<file path="src/rtl/burst_acc_pkg.sv">
// Shared definitions for the burst accumulator.
//   state_t          : controller states (IDLE / ACCUM / HOLD)
//   ACC_WIDTH_OFFSET : default guard bits added on top of the input width
package burst_acc_pkg;

  typedef enum logic [1:0] {
    S_IDLE  = 2'd0,
    S_ACCUM = 2'd1,
    S_HOLD  = 2'd2
  } state_t;

  localparam int ACC_WIDTH_OFFSET = 4;

endpackage : burst_acc_pkg

</file>
<file path="src/rtl/burst_accumulator.sv">
// Burst accumulator: sums a programmable number of unsigned adder results
// into a wider accumulator and presents each finished burst sum on a
// valid/ready output together with a sticky overflow flag and the beat count.
//
// Ports:
//   clock      in   single clock, rising edge
//   reset_n    in   asynchronous active-low reset
//   flush      in   synchronous abort of a partial burst (ignored in HOLD)
//   cfg_len    in   burst length minus one, sampled on the first beat
//   in_valid   in   in_data valid
//   in_ready   out  beat accepted this cycle when in_valid is also high
//   in_data    in   unsigned adder result
//   out_valid  out  out_sum/out_ovf/out_beats hold a completed burst
//   out_ready  in   consumer accepts the result
//   out_sum    out  burst sum modulo 2^ACC_WIDTH
//   out_ovf    out  burst sum wrapped at least once
//   out_beats  out  number of beats in the burst (cfg_len + 1)
//
// state   | meaning
// --------+-----------------------------------------------------------
// S_IDLE  | waiting for the first beat of a burst
// S_ACCUM | burst in progress, adding beats until the latched length
// S_HOLD  | result registered on the output, waiting for out_ready
module burst_accumulator
  import burst_acc_pkg::*;
#(
  parameter int WIDTH     = 32,
  parameter int ACC_WIDTH = WIDTH + ACC_WIDTH_OFFSET,
  parameter int LEN_BITS  = 8
) (
  input  logic                  clock,
  input  logic                  reset_n,
  input  logic                  flush,
  input  logic [LEN_BITS-1:0]   cfg_len,
  input  logic                  in_valid,
  output logic                  in_ready,
  input  logic [WIDTH-1:0]      in_data,
  output logic                  out_valid,
  input  logic                  out_ready,
  output logic [ACC_WIDTH-1:0]  out_sum,
  output logic                  out_ovf,
  output logic [LEN_BITS:0]     out_beats
);

  state_t                state, state_n;
  logic [ACC_WIDTH-1:0]  acc, acc_n;
  logic [LEN_BITS-1:0]   count, count_n;
  logic [LEN_BITS-1:0]   len, len_n;
  logic                  ovf, ovf_n;
  logic [ACC_WIDTH-1:0]  out_sum_n;
  logic                  out_ovf_n;
  logic [LEN_BITS:0]     out_beats_n;

  logic [ACC_WIDTH-1:0]  data_acc;
  logic [ACC_WIDTH:0]    sum_wide;
  logic [LEN_BITS-1:0]   count_inc;
  logic                  take_first;

  // In HOLD the input is only opened while the result drains, so the first
  // beat of the next burst can overlap the output handshake.
  assign in_ready  = (state == S_HOLD) ? out_ready : 1'b1;
  assign out_valid = (state == S_HOLD);

  assign data_acc  = ACC_WIDTH'(in_data);
  assign sum_wide  = (ACC_WIDTH+1)'(acc) + (ACC_WIDTH+1)'(in_data);
  assign count_inc = count + LEN_BITS'(1);

  // First beat: from IDLE unless flushed, or from HOLD during the drain
  // (flush has no effect in HOLD).
  assign take_first = in_valid &&
                      (((state == S_IDLE) && !flush) ||
                       ((state == S_HOLD) && out_ready));

  always_comb begin
    state_n     = state;
    acc_n       = acc;
    count_n     = count;
    len_n       = len;
    ovf_n       = ovf;
    out_sum_n   = out_sum;
    out_ovf_n   = out_ovf;
    out_beats_n = out_beats;

    if (take_first) begin
      len_n   = cfg_len;
      acc_n   = data_acc;
      count_n = '0;
      ovf_n   = 1'b0;
      if (cfg_len == '0) begin
        state_n     = S_HOLD;
        out_sum_n   = data_acc;
        out_ovf_n   = 1'b0;
        out_beats_n = (LEN_BITS+1)'(1);
      end else begin
        state_n = S_ACCUM;
      end
    end else begin
      case (state)
        S_IDLE: begin
          if (flush) begin
            acc_n   = '0;
            count_n = '0;
            ovf_n   = 1'b0;
          end
        end
        S_ACCUM: begin
          if (flush) begin
            state_n = S_IDLE;
            acc_n   = '0;
            count_n = '0;
            ovf_n   = 1'b0;
          end else if (in_valid) begin
            acc_n   = sum_wide[ACC_WIDTH-1:0];
            ovf_n   = ovf | sum_wide[ACC_WIDTH];
            count_n = count_inc;
            if (count_inc == len) begin
              state_n     = S_HOLD;
              out_sum_n   = sum_wide[ACC_WIDTH-1:0];
              out_ovf_n   = ovf | sum_wide[ACC_WIDTH];
              out_beats_n = (LEN_BITS+1)'(len) + (LEN_BITS+1)'(1);
            end
          end
        end
        S_HOLD: begin
          if (out_ready) begin
            state_n = S_IDLE;
          end
        end
        default: begin
          state_n = S_IDLE;
        end
      endcase
    end
  end

  always_ff @(posedge clock or negedge reset_n) begin
    if (!reset_n) begin
      state     <= S_IDLE;
      acc       <= '0;
      count     <= '0;
      len       <= '0;
      ovf       <= 1'b0;
      out_sum   <= '0;
      out_ovf   <= 1'b0;
      out_beats <= '0;
    end else begin
      state     <= state_n;
      acc       <= acc_n;
      count     <= count_n;
      len       <= len_n;
      ovf       <= ovf_n;
      out_sum   <= out_sum_n;
      out_ovf   <= out_ovf_n;
      out_beats <= out_beats_n;
    end
  end

endmodule : burst_accumulator

</file>
<file path="config.mk">
export PLATFORM = sky130hd
export DESIGN_NAME = burst_accumulator
export DESIGN_NICKNAME = d
export VERILOG_FILES = /design/src/rtl/burst_acc_pkg.sv /design/src/rtl/burst_accumulator.sv
export SDC_FILE = /design/constraint.sdc
export NUM_CORES = 1
export LEC_CHECK = 0
export CORE_MARGIN = 8
export CORE_UTILIZATION = 59
export CTS_CLUSTER_DIAMETER = 200
export DETAILED_ROUTE_END_ITERATION = 12
export GPL_ROUTABILITY_DRIVEN = 0
export PLACE_DENSITY = 0.87
export SETUP_SLACK_MARGIN = 0.05
export SLEW_MARGIN = 30
export SYNTH_ARGS = -nofsm -noshare
export SYNTH_HDL_FRONTEND = slang
export SYNTH_SLANG_ARGS = --single-unit
</file>
<file path="constraint.sdc">
create_clock -name clock -period 7.89 [get_ports clock]
set_clock_uncertainty 0.15 [all_clocks]
set_input_delay 2.367 -clock clock [delete_from_list [all_inputs] [get_ports clock]]
set_output_delay 2.367 -clock clock [all_outputs]
set_load 0.05 [all_outputs]
</file>
Word-level counts from Yosys, hierarchy flattened
Index checks and enable logic that the tools add are counted.

word-level totals
  register bits = 101
  bits in latches = 0
  bits in writable memories = 0
  memory bits (read-only) = 0
  input port bits = 45
  logic and storage cells = 77
  memories kept = 0

operators by class
  add/sub/neg operators = 3
  $mul = 0
  div/mod/pow operators = 0
  $lt $le $gt $ge = 0
  equal/unequal tests = 10
  shifts and indexed selects = 0
  multiplexer cells = 41
  bitwise operators = 1
  reductions and logical operators = 14

operator list
  operator                                                          number
  36-bit 2-to-1 mux                                                 10
  36-bit one-hot mux with 2 select lines                            1
  9-bit 2-to-1 mux                                                  6
  36-bit by 32-bit adder with 37-bit output                         1
  8-bit 2-to-1 mux                                                  4
  8-bit one-hot mux with 2 select lines                             1
  2-bit 2-to-1 mux                                                  6
  1-bit 2-to-1 mux                                                  11
  8-bit by 1-bit adder with 9-bit output (second input constant)    1
  8-bit by 1-bit adder with 8-bit output (second input constant)    1
  8-bit == test                                                     1
  8-bit zero test                                                   1
  4-bit != test (second input constant)                             2
  2-bit one-hot mux with 3 select lines                             1
  2-bit nonzero test                                                3
  5-bit AND reduction                                               1
  2-bit by 1-bit != test with 1-bit output (second input constant)  2
  4-bit AND reduction                                               1
  1-bit logical AND                                                 3
  3-bit by 1-bit != test with 1-bit output (second input constant)  1
  3-bit != test (second input constant)                             1
  3-bit AND reduction                                               1
  3-bit nonzero test                                                1
  2-bit by 1-bit == test with 1-bit output (second input constant)  1
  7 further kinds                                                   7

Depth between registers and ports, before layout
  depth after elaboration = 7
  mapped depth = 12
  gate-level depth less buffers = 11

Worst setup path before layout
Ideal clock, no wire load.

  path type = input to output
  start point = input out_ready
  end point = output in_ready
  arrival time = 2.787 ns
  data required time = 5.373 ns
  path slack = 2.586 ns
  cell stages on the path = 1
  path buffers = 0
  path through = nand2b_1

between the ends
  longest elaborated chain between the ends = 1

ends and longest elaborated chain
  item              line                     text
  from (decl)       burst_accumulator.sv:39  input logic out_ready,
  1-bit 2-to-1 mux  burst_accumulator.sv:61  assign in_ready = (state == S_HOLD) ? out_ready : 1'b1;
  to (decl)         burst_accumulator.sv:36  output logic in_ready,

No other way between the ends.

Worst setup path after layout
Same ends and word-level chain as after synthesis.

==> reports/metrics.yaml <==
setup_path:
  reg2reg_to: "out_sum[30]"
  worstSetupEndpointType: "output port"
  arrival_ps: 3810
  r2r_cells: 11
  crit_type: "primary input to output port"
  required_ps: 5370
  rr_startpoint: "acc[0]"
  startpoint_type: "primary input"
  path_max_fanout: 3
  reg2reg_slack_ps: 4240
finish:
  diodes: 0
  final_nets: 861
  final_common_cell: "dfrtp_1"
  fillers: 771
  design_area_um2: 7493
  syn_to_final_growth_pct: 19.80
  drive_above_1_share_pct: 5.860
  final_core_util_pct: 72.59
  final_cell_mix: "dfrtp_1 (101), nand2_1 (95), clkdlybuf4s50_1 (91)"
power:
  power.leakage_uw: 0.003372
  peakVddDrop_mv: 0.1405
  pwr-share-comb_pct: 39.6
  pwr-share-clk_pct: 22.7
  intPower_uw: 1059
  swShare_pct: 38.50
  powerDensity_nw_per_um2: 229.8
  p_switching_uw: 662.9
  seqPwrFrac_pct: 37.6
yosys:
  muxShareOfSynthArea_pct: 2.240
  postSynthAreaPerCell_um2: 8.847
  synth_adder_area_share_pct: 7.121
  synth_top_family_by_area: "compound AO/OA/AOI/OAI gates"
  synth_compound_area_share_pct: 24.38
  synth_warnings: 0
  syn_nets: 787
  syn_area_um2: 6255
  ys_seq_area_share_pct: 40.41
  yosys.area_share.simple_pct: 16.28
  synth_flop_cell: "dfrtp_1"
  postSynth.asyncResetShare_pct: 100.0
  synth_cell_types: 59
  synthCells: 707
  synth-xor-area-share_pct: 6.581
  synth-seq-cells: 101
  synth_edf_count: 0
floorplanning:
  die_h_um: 119.0
  start_util_pct: 60.59
  dieArea_um2: 14150
  core_um2: 10320
  fp.dieW_um: 119.0
  io_pins: 93
  rows: 37
clock_network:
  holdBufCountCts: 0
  cts_buffer_depth: 2
  cts_sinks: 101
  clk_latency_ps: 380
  cts_tree: "built"
  post_cts_resized: 0
  path_clk_slew_ps: 90
  postCtsSetupBuffers: 0
  h-tree-depth: 3
  cts_root_buffer: "clkbuf_8"
  cts_buffers: 9
hold_path:
  worstHoldEndpoint: "out_beats[8]"
  worstHoldStart: "out_beats[8]"
  hold_depth: 2
  holdCritPathClass: "register to register"
run:
  cap_violations: 0
global_routing:
  first_global_vias: 6136
  grt_max_degree: 60
  grt-ovfl-total: 0
  grtUsageTotal_pct: 24.89
  grt_pass1_wl_um: 29020
  grt_antenna_before_repair: 0
sta:
  report.final.setup_viol: 0
  max_clock_freq_mhz: 158.2
  final.min_clock_period_ps: 6322
  fin_crit_sh_pct: 80.13
  slew_headroom_pct: 49.77
  finalSetupTns_ps: 0
  report.final.slew_viol_count: 0
  hold_viol: 0
  rsz0062_at_grt: "no"
  tightest_slew_ps: 753.5
detailed_routing:
  vias: 5894
  via_per_inst: 6.400
  drc_errors: 0
  drtIter0Drc: 468
  final_antenna_net_count: 0
  drt_wl_total_um: 17870
  routedWlPerCell_um: 19.40
  drt_pass1_iterations: 6
placed_design:
  hpwlAfterDp_um: 12220
  io_buffer_count: 92
  dpl-instance-area_um2: 7262
outcome:
  status: "finished clean"
worst max path at each step:
stage	slack (ps)	cells after the start	endpoint	startpoint
2_1_floorplan	2590	1	in_ready	out_ready
3_3_place_gp	1580	3	in_ready	out_ready
3_5_place_dp	1560	3	in_ready	out_ready
4_1_cts	1560	3	in_ready	out_ready
5_1_grt	1470	3	in_ready	out_ready
6_report	1570	3	in_ready	out_ready
registers in the layout, indices dropped and copies added, names as in the netlist:
| signal | flops |
|---|---|
| len | 8 |
| out_beats | 9 |
| count | 8 |
| ovf | 1 |
| state | 2 |
| acc | 36 |
| out_sum | 36 |
| out_ovf | 1 |
cells in the mapped netlist (all sizes together), types with 2 or more instances:
cell type	n	area, um2
a211oi	6	45.04
a21boi	3	22.52
a21o	16	120.1
a21oi	62	310.3
a221oi	2	17.52
a22oi	27	202.7
a311oi	2	17.52
a31oi	7	65.06
and2	4	25.02
and3	4	25.02
buf	10	47.54
clkbuf	26	97.59
dfrtp	101	2527
ha	34	425.4
inv	11	41.29
mux2	8	90.09
mux2i	5	50.05
nand2	96	360.4
nand2b	5	31.28
nand3	37	185.2
nand3b	2	15.01
nand4	5	31.28
nor2	59	221.5
nor2b	2	12.51
nor3	5	25.02
nor3b	5	37.54
nor4	3	18.77
o211ai	4	30.03
o21a	4	30.03
o21ai	72	371.6
o21ba	2	20.02
o21bai	8	60.06
o221ai	2	17.52
o31ai	3	22.52
or3	2	12.51
xnor2	33	289.0
xor2	14	122.6
cell families (layout without fill, tap and decap cells):
logic type / after synthesis / count (layout)
compound gates: 233 / 233
simple gates: 231 / 231
flops: 101 / 101
xor+xnor: 47 / 47
buf+inv: 47 / 125
fa+ha+maj: 35 / 35
mux: 13 / 13
through the flow:
step | hold WS [ps] | total power [uW] | worst slack [ps] | std cells
finish | 345.3 | 1722 | 1568 | 921
global route | 394.2 | 1798 | 1470 | 921
CTS | 349.8 | 1718 | 1557 | 921
detailed placement | 329.6 | 1325 | 1564 | 906
global placement | 316.1 | 1299 | 1579 | 906
floorplan | 316.1 | 1115 | 2586 | 707
area by class of cell:
cell class	instances	area, um2	share of cell area (%)
multi-input combinational	559	3555	47.44
sequential	101	2527	33.73
timing repair buffer	99	970.9	12.96
tap	136	170.2	2.271
clock buffer	11	131.4	1.753
clock inverter	4	97.59	1.302
inverter	11	41.29	0.5510
critical path: stages:
cell             delay [ps]
clkdlybuf4s50_1         500
nand2b_1                130
clkdlybuf4s50_1         810
metal layers:
| metal | GRT usage [%] | vias to the layer above | share of wire, % |
|---|---|---|---|
| met4 | 12.49 | 0 | 3.1 |
| li1 | - | 2686 | - |
| met3 | 7.322 | 53 | 8.1 |
| met1 | 27.77 | 2872 | 40 |
| met5 | 0 | - | 0 |
| met2 | 42.67 | 283 | 49 |
power by group through the flow:
stage	Sequential [uW]	Combinational (uW)	Clock, uW
2_1_floorplan	772	343	0
3_3_place_gp	651	648	0
3_5_place_dp	657	668	0
4_1_cts	647	677	394
5_1_grt	657	732	409
6_report	648	683	391
Power figures use the tool's default switching activity.
